[src/rtl/uart_tx_arbiter.sv]
// Round-robin arbiter that shares one UART transmitter between NUM_REQ byte producers.
// Grants one requester, pulses tx_start, then holds off for a fixed frame window.
module uart_tx_arbiter #(
    parameter int NUM_REQ      = 4,
    parameter int CLKS_PER_BIT = 2604,
    parameter int FRAME_BITS   = 12,
    parameter int CNT_W        = 16,
    parameter int ID_W         = 2
) (
    input  logic                   clk,
    input  logic                   reset,
    input  logic [NUM_REQ-1:0]     req,
    input  logic [8*NUM_REQ-1:0]   req_data,
    output logic [NUM_REQ-1:0]     gnt,
    output logic                   tx_start,
    output logic [7:0]             tx_data,
    output logic                   busy,
    output logic [ID_W-1:0]        cur_id
);

    typedef enum logic [1:0] {
        ST_IDLE   = 2'd0,
        ST_LAUNCH = 2'd1,
        ST_WAIT   = 2'd2
    } state_t;

    localparam int                 FRAME_CLKS = CLKS_PER_BIT * FRAME_BITS;
    localparam logic [CNT_W-1:0]   CNT_LAST   = CNT_W'(FRAME_CLKS - 1);
    localparam logic [CNT_W-1:0]   CNT_ONE    = {{(CNT_W-1){1'b0}}, 1'b1};
    localparam logic [ID_W-1:0]    PTR_INIT   = ID_W'(NUM_REQ - 1);
    localparam logic [NUM_REQ-1:0] REQ_ONE    = {{(NUM_REQ-1){1'b0}}, 1'b1};

    state_t               state_r, state_s;
    logic [CNT_W-1:0]     cnt_r, cnt_s;
    logic [ID_W-1:0]      ptr_r, ptr_s;
    logic [NUM_REQ-1:0]   gnt_r, gnt_s;
    logic                 tx_start_r, tx_start_s;
    logic [7:0]           tx_data_r, tx_data_s;
    logic                 busy_r, busy_s;
    logic [ID_W-1:0]      cur_id_r, cur_id_s;

    logic                 found_s;
    logic [ID_W-1:0]      win_s;
    logic [ID_W-1:0]      scan_s;

    // Round-robin winner: first set request scanning upward from pointer+1, wrapping.
    always_comb begin
        found_s = 1'b0;
        win_s   = '0;
        scan_s  = '0;
        for (int k = 1; k <= NUM_REQ; k++) begin
            scan_s = ID_W'((int'(ptr_r) + k) % NUM_REQ);
            if (!found_s && req[scan_s]) begin
                found_s = 1'b1;
                win_s   = scan_s;
            end else begin
                found_s = found_s;
            end
        end
    end

    // Next-state and next-output logic; pulses default low, everything else holds.
    always_comb begin
        state_s    = state_r;
        cnt_s      = cnt_r;
        ptr_s      = ptr_r;
        gnt_s      = '0;
        tx_start_s = 1'b0;
        tx_data_s  = tx_data_r;
        busy_s     = busy_r;
        cur_id_s   = cur_id_r;
        case (state_r)
            ST_IDLE: begin
                if (found_s) begin
                    gnt_s     = REQ_ONE << win_s;
                    tx_data_s = req_data[{win_s, 3'b000} +: 8];
                    cur_id_s  = win_s;
                    ptr_s     = win_s;
                    busy_s    = 1'b1;
                    state_s   = ST_LAUNCH;
                end else begin
                    state_s = ST_IDLE;
                end
            end
            ST_LAUNCH: begin
                tx_start_s = 1'b1;
                cnt_s      = '0;
                state_s    = ST_WAIT;
            end
            ST_WAIT: begin
                // Terminal compare keeps the counter from ever reaching its wrap point.
                if (cnt_r == CNT_LAST) begin
                    busy_s  = 1'b0;
                    cnt_s   = '0;
                    state_s = ST_IDLE;
                end else begin
                    cnt_s = cnt_r + CNT_ONE;
                end
            end
            default: begin
                state_s = ST_IDLE;
                cnt_s   = '0;
                busy_s  = 1'b0;
            end
        endcase
    end

    // State and output registers with synchronous reset.
    always_ff @(posedge clk) begin
        if (reset) begin
            state_r    <= ST_IDLE;
            cnt_r      <= '0;
            ptr_r      <= PTR_INIT;
            gnt_r      <= '0;
            tx_start_r <= 1'b0;
            tx_data_r  <= 8'h00;
            busy_r     <= 1'b0;
            cur_id_r   <= '0;
        end else begin
            state_r    <= state_s;
            cnt_r      <= cnt_s;
            ptr_r      <= ptr_s;
            gnt_r      <= gnt_s;
            tx_start_r <= tx_start_s;
            tx_data_r  <= tx_data_s;
            busy_r     <= busy_s;
            cur_id_r   <= cur_id_s;
        end
    end

    assign gnt      = gnt_r;
    assign tx_start = tx_start_r;
    assign tx_data  = tx_data_r;
    assign busy     = busy_r;
    assign cur_id   = cur_id_r;

endmodule

[config.mk]
export PLATFORM = sky130hd
export DESIGN_NAME = uart_tx_arbiter
export DESIGN_NICKNAME = d
export VERILOG_FILES = /design/src/rtl/uart_tx_arbiter.sv
export SDC_FILE = /design/constraint.sdc
export NUM_CORES = 1
export LEC_CHECK = 0
export BUFFER_PORTS_ARGS = -buffer_cell sky130_fd_sc_hd__buf_2
export CORE_MARGIN = 5
export CORE_UTILIZATION = 45
export DETAILED_ROUTE_END_ITERATION = 7
export PLACE_DENSITY = 0.74
export SLEW_MARGIN = 20
export SYNTH_ARGS = -nofsm -noshare
export SYNTH_HDL_FRONTEND = slang
export SYNTH_SLANG_ARGS = --single-unit
[constraint.sdc]
create_clock -name clk -period 1.7 [get_ports clk]
set_input_delay 0.085 -clock clk [delete_from_list [all_inputs] [get_ports clk]]
set_output_delay 0.085 -clock clk [all_outputs]
set_load 0.05 [all_outputs]
==> impl_results.md, run 1 <==
- Highest clock rate: 556 MHz
- Tmin final: 1.80 ns
- HP Start: reset
- Antenna Nets Post-Route: 0
- Fill cells: 324
- Synthesized area per cell: 8.39 µm²
- Final Cell Area: 2490 µm²
- Clock Sinks: 36
- Tightest Hold Check Type: in2reg
- Worst-case clock buffer depth: 2
- Fin. Hold Viols: 0
- Cell mode on critical path: o21ai_1
- Drt wl/cell: 12.9 µm
- Remaining global-route overflow: 0
- Power per Cell Area: 912 nW/µm²
- Global-route wire length before repair: 7380 µm
- Final Instance Count excl. Fillers: 347
- Seq/Total Area, Yosys: 39.8%
- Pin count of the biggest net entering global routing: 18
- Die height: 73.5 µm
- Status: complete, but fails checks
- Power, Total: 0.00227 W
- Post-synth cell types: 43
- Area grow syn2layout: 37.3%
- Reg-to-reg startpoint: cnt_r[6]$_SDFFE_PP0N_
- Critical Path Fanout Max: 5
- Total vias in the final route: 1,843
- Critical path, cell by cell: or4_4, o41ai_4, buf_4, nor2_1, o21ai_1, o21ai_1
- N_diodes: 0
- WP data arrival: 1.96 ns
- Initial antenna violation count: 0
- Root buffer cell: clkbuf_8
- Drt initial violations: 92
- Slew Viols, Final: 0
- FF+latch count, synth: 36
- Cell family with most CP delay: simple AND/OR/NAND/NOR gates
- Mapped Area: 1810 µm²
- Ys Warns: 0
- DRC Markers: 0
- Startpoint types: register
- Async SR Flop Fraction: 0%
- DP HPWL: 3420 µm
- Syn_nets: 255
- Num CTS Buffers: 5
- Post-synth EDFFs: 0
- CTS tree: done
- Worst setup path category: reg2reg
- Vias in the first global route: 1,699
- Clk Latency, worst-skew pair: 0.28 ns
- Routed vias/inst: 5.31
- WL final: 4490 µm
- RSZ-0062 raised after global routing: yes
- Area contributors post-synth: dfxtp_1 (40%), o21ai_0 (5.8%), mux2i_1 (5.0%), nand2_1 (5.0%), nor2_1 (4.4%)
- Slew Limit Headroom: 69.5%
- Failing checks: negative setup slack
- Synth area leader: dfxtp_1
- DR pass1 iterations: 4
- Reg2reg setup slack: -0.1 ns
- Worst path max stage delay: 0.57 ns
- Dpl cells: 336
- Worst-path clk slew: 0.07 ns
- Leakage power: 1.12 nW
- Mapped Cells: 216
- Nets@finish: 335
- Std-Cell Rows: 23
- Final Cycle Share: 106%
- Port Buffer Count: 53
- Share of cells above drive strength 1: 37.4%
- Num ports: 54
- Die X-Extent: 73.5 µm
- Final GP Congestion: 0.844
- Area share of the largest cell type after synthesis: 39.8%
- Max VDD drop: 0.000500 V
- Post-DP Area: 2340 µm²
- Most common cell in the synthesized netlist: dfxtp_1
- # hold bufs at CTS: 0
- Final setup violating endpoints: 12
- Top_reg_cell synth: dfxtp_1
- Critical path's slowest cell: or4_4
- Buf+Inv Stages, Crit Path: 1
- GRT Util Overall: 17.2%
- Setup skew after layout: 0.00671 ns
- Critical path origin: cnt_r[6]$_SDFFE_PP0N_
- Core Area: 3940 µm²
- Worst-Margin Slew: 0.456 ns
- Most instantiated cells after synthesis: dfxtp_1 (36), nand2_1 (24), nor2_1 (21), o21ai_0 (21)
- Initial Util: 46.0%
- Max-cap violations: 0
- CP Capture Type: register
- Die area: 5390 µm²
- CP required: 1.87 ns
- H-tree depth: 2
- Setup ws final: -0.0976 ns
-- cell usage in the layout (no fill, tap or decap), types with 3 or more instances in the layout --
master,count
buf_2,54
dfxtp_1,31
buf_4,25
nand2_1,24
nor2_1,20
o21ai_1,14
o21ai_0,11
and3_1,9
a21boi_0,9
mux2i_1,9
o211ai_1,8
nand4_1,6
clkbuf_8,6
nand3_1,5
a21oi_1,5
dfxtp_2,5
and2_1,4
xor2_1,4
a31oi_1,3
o31ai_1,3
inv_1,3
-- final timing paths --
path / to / cells past startpoint
worst max register to register: cnt_r[6]$_SDFFE_PP0N_ / 6
worst max-delay path: cnt_r[6]$_SDFFE_PP0N_ / 6
worst min-delay path: state_r[1]$_SDFFE_PP0P_ / 2
worst min register to register: cur_id[1]$_SDFFE_PP0N_ / 2
-- flip-flops by register name, summed over array words and instances, names as in the netlist --
| signal | cells |
|---|---|
| busy | 1 |
| cnt_r | 16 |
| cur_id | 2 |
| gnt | 4 |
| ptr_r | 2 |
| state_r | 2 |
| tx_data | 8 |
| tx_start | 1 |
-- metal layers --
| layer | up-vias | share of wire, % | track usage, % |
|---|---|---|---|
| met4 | 0 | 0.94 | 6.44 |
| met1 | 848 | 43 | 21.6 |
| met3 | 6 | 5.2 | 3.83 |
| met5 | - | 0 | 0 |
| met2 | 46 | 51 | 28.6 |
| li1 | 943 | - | - |
-- power by group --
| group | total [W] | internal (W) | switching, W |
|---|---|---|---|
| Combinational | 0.000690 | 0.000260 | 0.000430 |
| Clock | 0.000608 | 0.000323 | 0.000285 |
| Sequential | 0.000971 | 0.000920 | 0.0000507 |
| Total | 0.00227 | 0.00150 | 0.000766 |
-- kinds of logic after synthesis --
logic type	share of synthesized area (%)
flip-flops	39.8
AO/OA/AOI/OAI	23.5
buffers and inverters	3.04
adder cells (fa/ha/maj)	0.690
multiplexers	4.97
AND/OR/NAND/NOR	26.1
XOR/XNOR	1.93
-- cell type report --
type                    count  area, µm²  share of cell area (%)
multi-input cells         168       1080                    43.6
well taps                  50       62.6                    2.52
inverters                   3       11.3                   0.453
flip-flops and latches     36        727                    29.2
clock inverters             2       10.0                   0.402
repair buffers             82        509                    20.5
clock buffers               6       82.6                    3.32
-- stage by stage --
step	setup TNS (ns)	setup WS [ns]	utilization, %	hold WS [ns]
final	-0.506	-0.0976	63.1	0.105
after global routing	-1.72	-0.147	63.1	0.109
after CTS	-0.302	-0.0553	62.4	0.108
after detailed placement	-0.712	-0.0830	59.3	0.395
after global placement	-0.424	-0.0588	59.3	0.390
after floorplan	0	0.0148	-	0.297
-- repair_timing --
action                                  in CTS  in global routing
cloned                                       1                  0
endpoints found under the setup margin      14                 25
gates resized for setup                     13                  8
setup buffers                                2                  1
pin swaps                                    4                  4
(Power assumes the default switching activity.)
==> inputs of run 2 (changes only) <==
--- a/config.mk
+++ b/config.mk
@@ -6,4 +6,5 @@
 export NUM_CORES = 1
 export LEC_CHECK = 0
+export ABC_AREA = 0
 export BUFFER_PORTS_ARGS = -buffer_cell sky130_fd_sc_hd__buf_2
 export CORE_MARGIN = 5
==> constraint.sdc (replaced) <==
create_clock -name clk -period 1.7 [get_ports clk]
set_input_delay 0.255 -clock clk [delete_from_list [all_inputs] [get_ports clk]]
set_output_delay 0.255 -clock clk [all_outputs]
set_load 0.05 [all_outputs]
==> run 2 against run 1 <==
Net effect:
- the flow still finishes with violations (negative setup slack)
- die area is the same
- via count up 2.8%
- fmax shrank 2.0%
- cell area up 5.9%
- first-iteration DRC count grew 61%
- setup slack lost 0.037 ns
- sequential share of layout area fell by 1.6 points
- combinational power up 7.4%
- critical path type unchanged
- register-to-register slack worse by 0.04 ns
- critical endpoint is now busy$_SDFFE_PP0P_
- non-clock buffer count increased by 8
==> impl_results.md, run 2 (synthesized netlist as in run 1, its figures left out) <==
- Initial Util: 46.0% (unchanged)
- Critical path, cell by cell: or4_4, buf_6, o41ai_4, buf_4, a31oi_4, a211oi_2
- Max VDD drop: 0.000808 V (+62%)
- Power per Cell Area: 1050 nW/µm² (+15%)
- Initial antenna violation count: 0 (unchanged)
- Largest Register: cnt_r
- Routed vias/inst: 5.34 (+0.50%)
- Root buffer cell: clkbuf_8
- Max-cap violations: 0 (unchanged)
- RSZ-0062 raised after global routing: yes
- DP HPWL: 3400 µm (-0.65%)
- Fill cells: 309 (-4.6%)
- Port Buffer Count: 53 (unchanged)
- Worst-Margin Slew: 0.421 ns (-0.0346 ns)
- Setup skew after layout: 0.00538 ns (-0.00133 ns)
- Critical path's slowest cell: or4_4
- Commonest non-fill, non-tap cell in the layout: buf_2
- GRT Util Overall: 18.9% (+1.7 points)
- Worst-case clock buffer depth: 2 (unchanged)
- Pre-CTS setup slack: -0.136 ns (-0.0526 ns)
- Fin Setup TNS: -0.658 ns (-0.152 ns)
- N_diodes: 0 (unchanged)
- Drt wl/cell: 13.7 µm (+5.6%)
- Area of the multi-input gates: 1090 µm² (+0.92%)
- Global-route wire length before repair: 8010 µm (+8.6%)
- Die area: 5390 µm² (unchanged)
- H-tree depth: 2 (unchanged)
- Worst setup path category: reg2reg
- Vias in the first global route: 1,770 (+4.2%)
- Pin count of the biggest net entering global routing: 18 (unchanged)
- Clk Latency, worst-skew pair: 0.29 ns (about the same)
- Clock Sinks: 36 (unchanged)
- CP required: 1.91 ns (+0.04 ns)
- Num ports: 54 (unchanged)
- Critical Path Fanout Max: 3 (-2)
- Worst path max stage delay: 0.56 ns (about the same)
- Highest clock rate: 545 MHz (-2.0%)
- Worst-path clk slew: 0.07 ns (about the same)
- Nets@finish: 343 (+2.4%)
- Fin. Hold Viols: 0 (unchanged)
- Slew Viols, Final: 0 (unchanged)
- Num CTS Buffers: 5 (unchanged)
- Remaining global-route overflow: 0 (unchanged)
- Drt initial violations: 148 (+61%)
- Share of cells above drive strength 1: 39.7% (+2.3 points)
- Tightest Hold Check Type: in2reg
- WP data arrival: 2.05 ns (+0.09 ns)
- CTS tree: done
- Antenna Nets Post-Route: 0 (unchanged)
- # hold bufs at CTS: 0 (unchanged)
- Final setup violating endpoints: 12 (unchanged)
- Die X-Extent: 73.5 µm (unchanged)
- Setup ws final: -0.135 ns (-0.0375 ns)
- Final GP Congestion: 0.838 (-0.65%)
- Status: complete, but fails checks
- Final Cycle Share: 108% (+2.2 points)
- Core Area: 3940 µm² (unchanged)
- Failing checks: negative setup slack
- Die height: 73.5 µm (unchanged)
- Slew Limit Headroom: 71.8% (+2.3 points)
- Tmin final: 1.84 ns (+0.0375 ns)
- WL final: 4850 µm (+8.0%)
- CP Capture Type: register
- Leakage power: 1.19 nW (+6.1%)
- Most frequent cells in the layout: buf_2 (53), dfxtp_1 (32), buf_4 (32), nand2_1 (24), nor2_1 (20)
- DRC Markers: 0 (unchanged)
- Max reg flops: 16 (unchanged)
- Area grow syn2layout: 45.4%
- Startpoint types: register
- FF/Latch Area: 728 µm² (+0.17%)
- DR pass1 iterations: 5 (+1)
- Total vias in the final route: 1,895 (+2.8%)
- Std-Cell Rows: 23 (unchanged)
==> run 2: cell count changes in the layout (fill, tap and decap cells not counted), sizes merged <==
cell | before | now
bufinv | 0 | 3
clkbuf | 6 | 5
buf | 82 | 90
clkinv | 2 | 0
==> run 2: report_power, final <==
group	internal, W	total [W]	switching, W
Sequential	0.000921	0.000972	0.0000514
Clock	0.000734	0.00104	0.000309
Combinational	0.000289	0.000741	0.000452
Total	0.00194	0.00276	0.000813
==> run 2: area by class of cell <==
class / count / area share [%]
clock buffer: 5 / 2.61
clock inverter: 3 / 3.42
inverter: 3 / 0.427
multi-input combinational: 168 / 41.5
sequential: 36 / 27.6
tap: 50 / 2.37
timing repair buffer: 90 / 22.0
==> run 2: worst paths after layout <==
check	slack, ns	from	end	cells past startpoint
hold / removal	0.26	req_data[25]	tx_data[1]$_SDFFE_PP0N_	3
hold reg to reg	0.46	cur_id[1]$_SDFFE_PP0N_	cur_id[1]$_SDFFE_PP0N_	2
setup reg to reg	-0.14	cnt_r[6]$_SDFFE_PP0N_	busy$_SDFFE_PP0P_	6
setup / recovery	-0.14	cnt_r[6]$_SDFFE_PP0N_	busy$_SDFFE_PP0P_	6
==> run 2: metal layers <==
metal | up-vias | track usage (%) | wire length (µm)
met5 | - | 0 | 0
met4 | 0 | 6.64 | 71
met3 | 6 | 4.38 | 292
met2 | 57 | 31.2 | 2430
met1 | 874 | 24.1 | 2050
li1 | 958 | - | -
==> run 2: repair_timing <==
action,in CTS,in global routing
endpoints found under the setup margin,18,24
setup buffers,5,2
pin swaps,2,4
gates resized for setup,10,14
hold endpoints to repair,0,0
==> run 2: worst max-delay path: cells and delay by family (launching register included) <==
family          cells  cell delay [ns]
buf+inv             2             0.34
flops               1             0.33
simple gates        1             0.56
compound gates      3             0.52
==> run 2: stage by stage <==
stage	power (W)	hold slack, ns	cell area, µm²	util, %	std cells
final	0.00276	0.263	2640	66.8	355
after global routing	0.00288	0.270	2640	66.8	355
after CTS	0.00274	0.260	2580	65.4	353
after detailed placement	0.00169	0.450	2370	60.1	340
after global placement	0.00167	0.439	2370	60.1	340
after floorplan	0.00145	0.438	1840	-	216
==> inputs of run 3 (changes only) <==
==> constraint.sdc (replaced) <==
create_clock -name clk -period 1.7 [get_ports clk]
set_input_delay 0 -clock clk [delete_from_list [all_inputs] [get_ports clk]]
set_output_delay 0 -clock clk [all_outputs]
set_load 0.05 [all_outputs]
==> run 3 against run 2 <==
Net effect:
- the run still ends with negative setup slack left
- critical endpoint is now cnt_r[11]$_SDFFE_PP0N_
- largest power group is now sequential cells
- clock power fell by 39%
- critical path depth did not move
- sequential cell count did not move
- die area did not move
- largest cell class unchanged
- hold slack got worse by 0.25 ns
- combinational power fell by 6.6%
- global-route usage fell by 0.71 points
- sequential share of layout area rose by 1.2 points
==> impl_results.md, run 3 (synthesized netlist as in run 1, its figures left out) <==
- RSZ-0062 raised after global routing: yes
- Met2 usage: 28.5% (-2.7 points)
- Core Area: 3940 µm² (unchanged)
- CP required: 1.87 ns (-0.04 ns)
- Remaining global-route overflow: 0 (unchanged)
- Die area: 5390 µm² (unchanged)
- CP Capture Type: register
- Drt initial violations: 106 (-28%)
- Worst-path clk slew: 0.07 ns (about the same)
- Critical Path Fanout Max: 4 (+1)
- Sw frac: 34.7% (+5.2 points)
- Slew Viols, Final: 0 (unchanged)
- CTS tree: done
- Drt wl/cell: 14.1 µm (+3.1%)
- DP HPWL: 3360 µm (-1.4%)
- Hold Path Cell Cnt: 3 (unchanged)
- Clock Sinks: 36 (unchanged)
- Min Hold Slack: 0.0132 ns (-0.250 ns)
- Initial antenna violation count: 0 (unchanged)
- Sw Pwr: 0.000796 W (-2.1%)
- Tightest Hold Check Type: in2reg
- Combinational power share: 30.2% (+3.3 points)
- Num ports: 54 (unchanged)
- Post-DP Area: 2320 µm² (-2.1%)
- Global-route wire length before repair: 7750 µm (-3.3%)
- R2r worst-path depth: 6 (unchanged)
- Met1 usage: 22.3% (-1.8 points)
- Nets@finish: 337 (-1.7%)
- Final Cycle Share: 110% (+1.8 points)
- Worst setup path category: reg2reg
- Initial Util: 46.0% (unchanged)
- Die X-Extent: 73.5 µm (unchanged)
- Total vias in the final route: 1,888 (-0.37%)
- Most frequent cells in the layout: buf_2 (54), dfxtp_1 (32), buf_4 (28), nand2_1 (24), nor2_1 (21)
- Final Cell Area: 2510 µm² (-4.6%)
- GRT Max-Usage Layer: met2
- WP data arrival: 2.04 ns (about the same)
- Sequential Power Share: 42.3% (+7.0 points)
- Setup ws final: -0.165 ns (-0.0298 ns)
- Final setup violating endpoints: 17 (+5)
- Max VDD drop: 0.000601 V (-26%)
- Met3 usage: 4.79% (+0.41 points)
- Leakage power: 1.12 nW (-5.9%)
- Share of cells above drive strength 1: 38.5% (-1.2 points)
- N_diodes: 0 (unchanged)
- Commonest non-fill, non-tap cell in the layout: buf_2
- Worst-case clock buffer depth: 2 (unchanged)
- Pin count of the biggest net entering global routing: 18 (unchanged)
- Largest Register: cnt_r
- GRT Util Overall: 18.2% (-0.71 points)
- Slew Limit Headroom: 69.0% (-2.9 points)
- DR pass1 iterations: 6 (+1)
- Die height: 73.5 µm (unchanged)
- Power per Cell Area: 912 nW/µm² (-13%)
- Power Internal: 0.00150 W (-23%)
- DRC Markers: 0 (unchanged)
- Clk Latency, worst-skew pair: 0.29 ns (about the same)
- Highest clock rate: 536 MHz (-1.6%)
- Antenna Nets Post-Route: 0 (unchanged)
- Tmin final: 1.86 ns (+0.0298 ns)
- Clock share of power: 27.6% (-10 points)
- WL final: 4920 µm (+1.4%)
- Status: complete, but fails checks
- Power, Total: 0.00229 W (-17%)
- # hold bufs at CTS: 0 (unchanged)
- Max-cap violations: 0 (unchanged)
- Area grow syn2layout: 38.8%
- Failing checks: negative setup slack
- Port Buffer Count: 53 (unchanged)
- Fin. Hold Viols: 0 (unchanged)
- Max reg flops: 16 (unchanged)
- Worst-Margin Slew: 0.465 ns (+0.0433 ns)
- Routed vias/inst: 5.41 (+1.3%)
- Final GP Congestion: 0.839 (about the same)
- Root buffer cell: clkbuf_8
- Num CTS Buffers: 5 (unchanged)
- H-tree depth: 2 (unchanged)
- Vias in the first global route: 1,729 (-2.3%)
- Std-Cell Rows: 23 (unchanged)
- Util after Layout: 63.8% (-3.0 points)
- Startpoint types: register
- Setup skew after layout: 0.00465 ns (-0.000727 ns)
-- run 3: changes by cell type in the layout (fill, tap and decap cells not counted), sizes merged --
cell / change
buf: -6
bufinv: -3
clkbuf: +1
clkinv: +2
-- run 3: through the flow --
stage	instances	setup WS (ns)	setup TNS (ns)
5_1_grt	349	-0.243	-3.21
3_5_place_dp	335	-0.119	-0.973
3_3_place_gp	335	-0.0583	-0.428
6_report	349	-0.165	-1.70
4_1_cts	345	-0.112	-0.787
2_1_floorplan	216	0.0148	0
-- run 3: worst max-delay path, stage by stage, from the launching register on --
cell     delay (ns)
dfxtp_2        0.34
or4_4          0.58
o41ai_4        0.30
buf_2          0.21
nor2_1         0.07
o21ai_1        0.16
o21ai_1        0.09
-- run 3: layer usage --
layer,share of wire (%),up-vias
met2,50,46
met4,3.8,0
met1,42,878
li1,-,948
met5,0,-
met3,3.8,16
-- run 3: layout make-up --
class	instances	area (µm²)
Clock buffer	6	82.6
Clock inverter	2	10.0
Fill cell	330	1430
Inverter	3	11.3
Multi-Input combinational cell	168	1110
Sequential cell	36	726
Tap cell	50	62.6
Timing Repair Buffer	84	512
-- run 3: power groups by stage --
| stage | Clock (W) | Sequential (W) | Combinational, W |
|---|---|---|---|
| finish | 0.000633 | 0.000970 | 0.000692 |
| global route | 0.000676 | 0.000979 | 0.000743 |
| CTS | 0.000635 | 0.000968 | 0.000685 |
| detailed placement | 0 | 0.000987 | 0.000676 |
| global placement | 0 | 0.000986 | 0.000668 |
| floorplan | 0 | 0.00118 | 0.000270 |
-- run 3: repair_timing --
item | 4_1_cts | 5_1_grt
gates resized for setup | 13 | 11
pin swaps | 3 | 4
setup endpoints to repair | 17 | 25
hold endpoints to repair | 0 | 0
buffers inserted | 1 | 4
gates cloned | 1 | 0
-- run 3: final timing paths --
kind | slack, ns | from | end
setup / recovery | -0.16 | cnt_r[6]$_SDFFE_PP0N_ | cnt_r[11]$_SDFFE_PP0N_
hold reg to reg | 0.46 | cur_id[1]$_SDFFE_PP0N_ | cur_id[1]$_SDFFE_PP0N_
hold / removal | 0.01 | req_data[26] | tx_data[2]$_SDFFE_PP0N_
setup reg to reg | -0.16 | cnt_r[6]$_SDFFE_PP0N_ | cnt_r[11]$_SDFFE_PP0N_
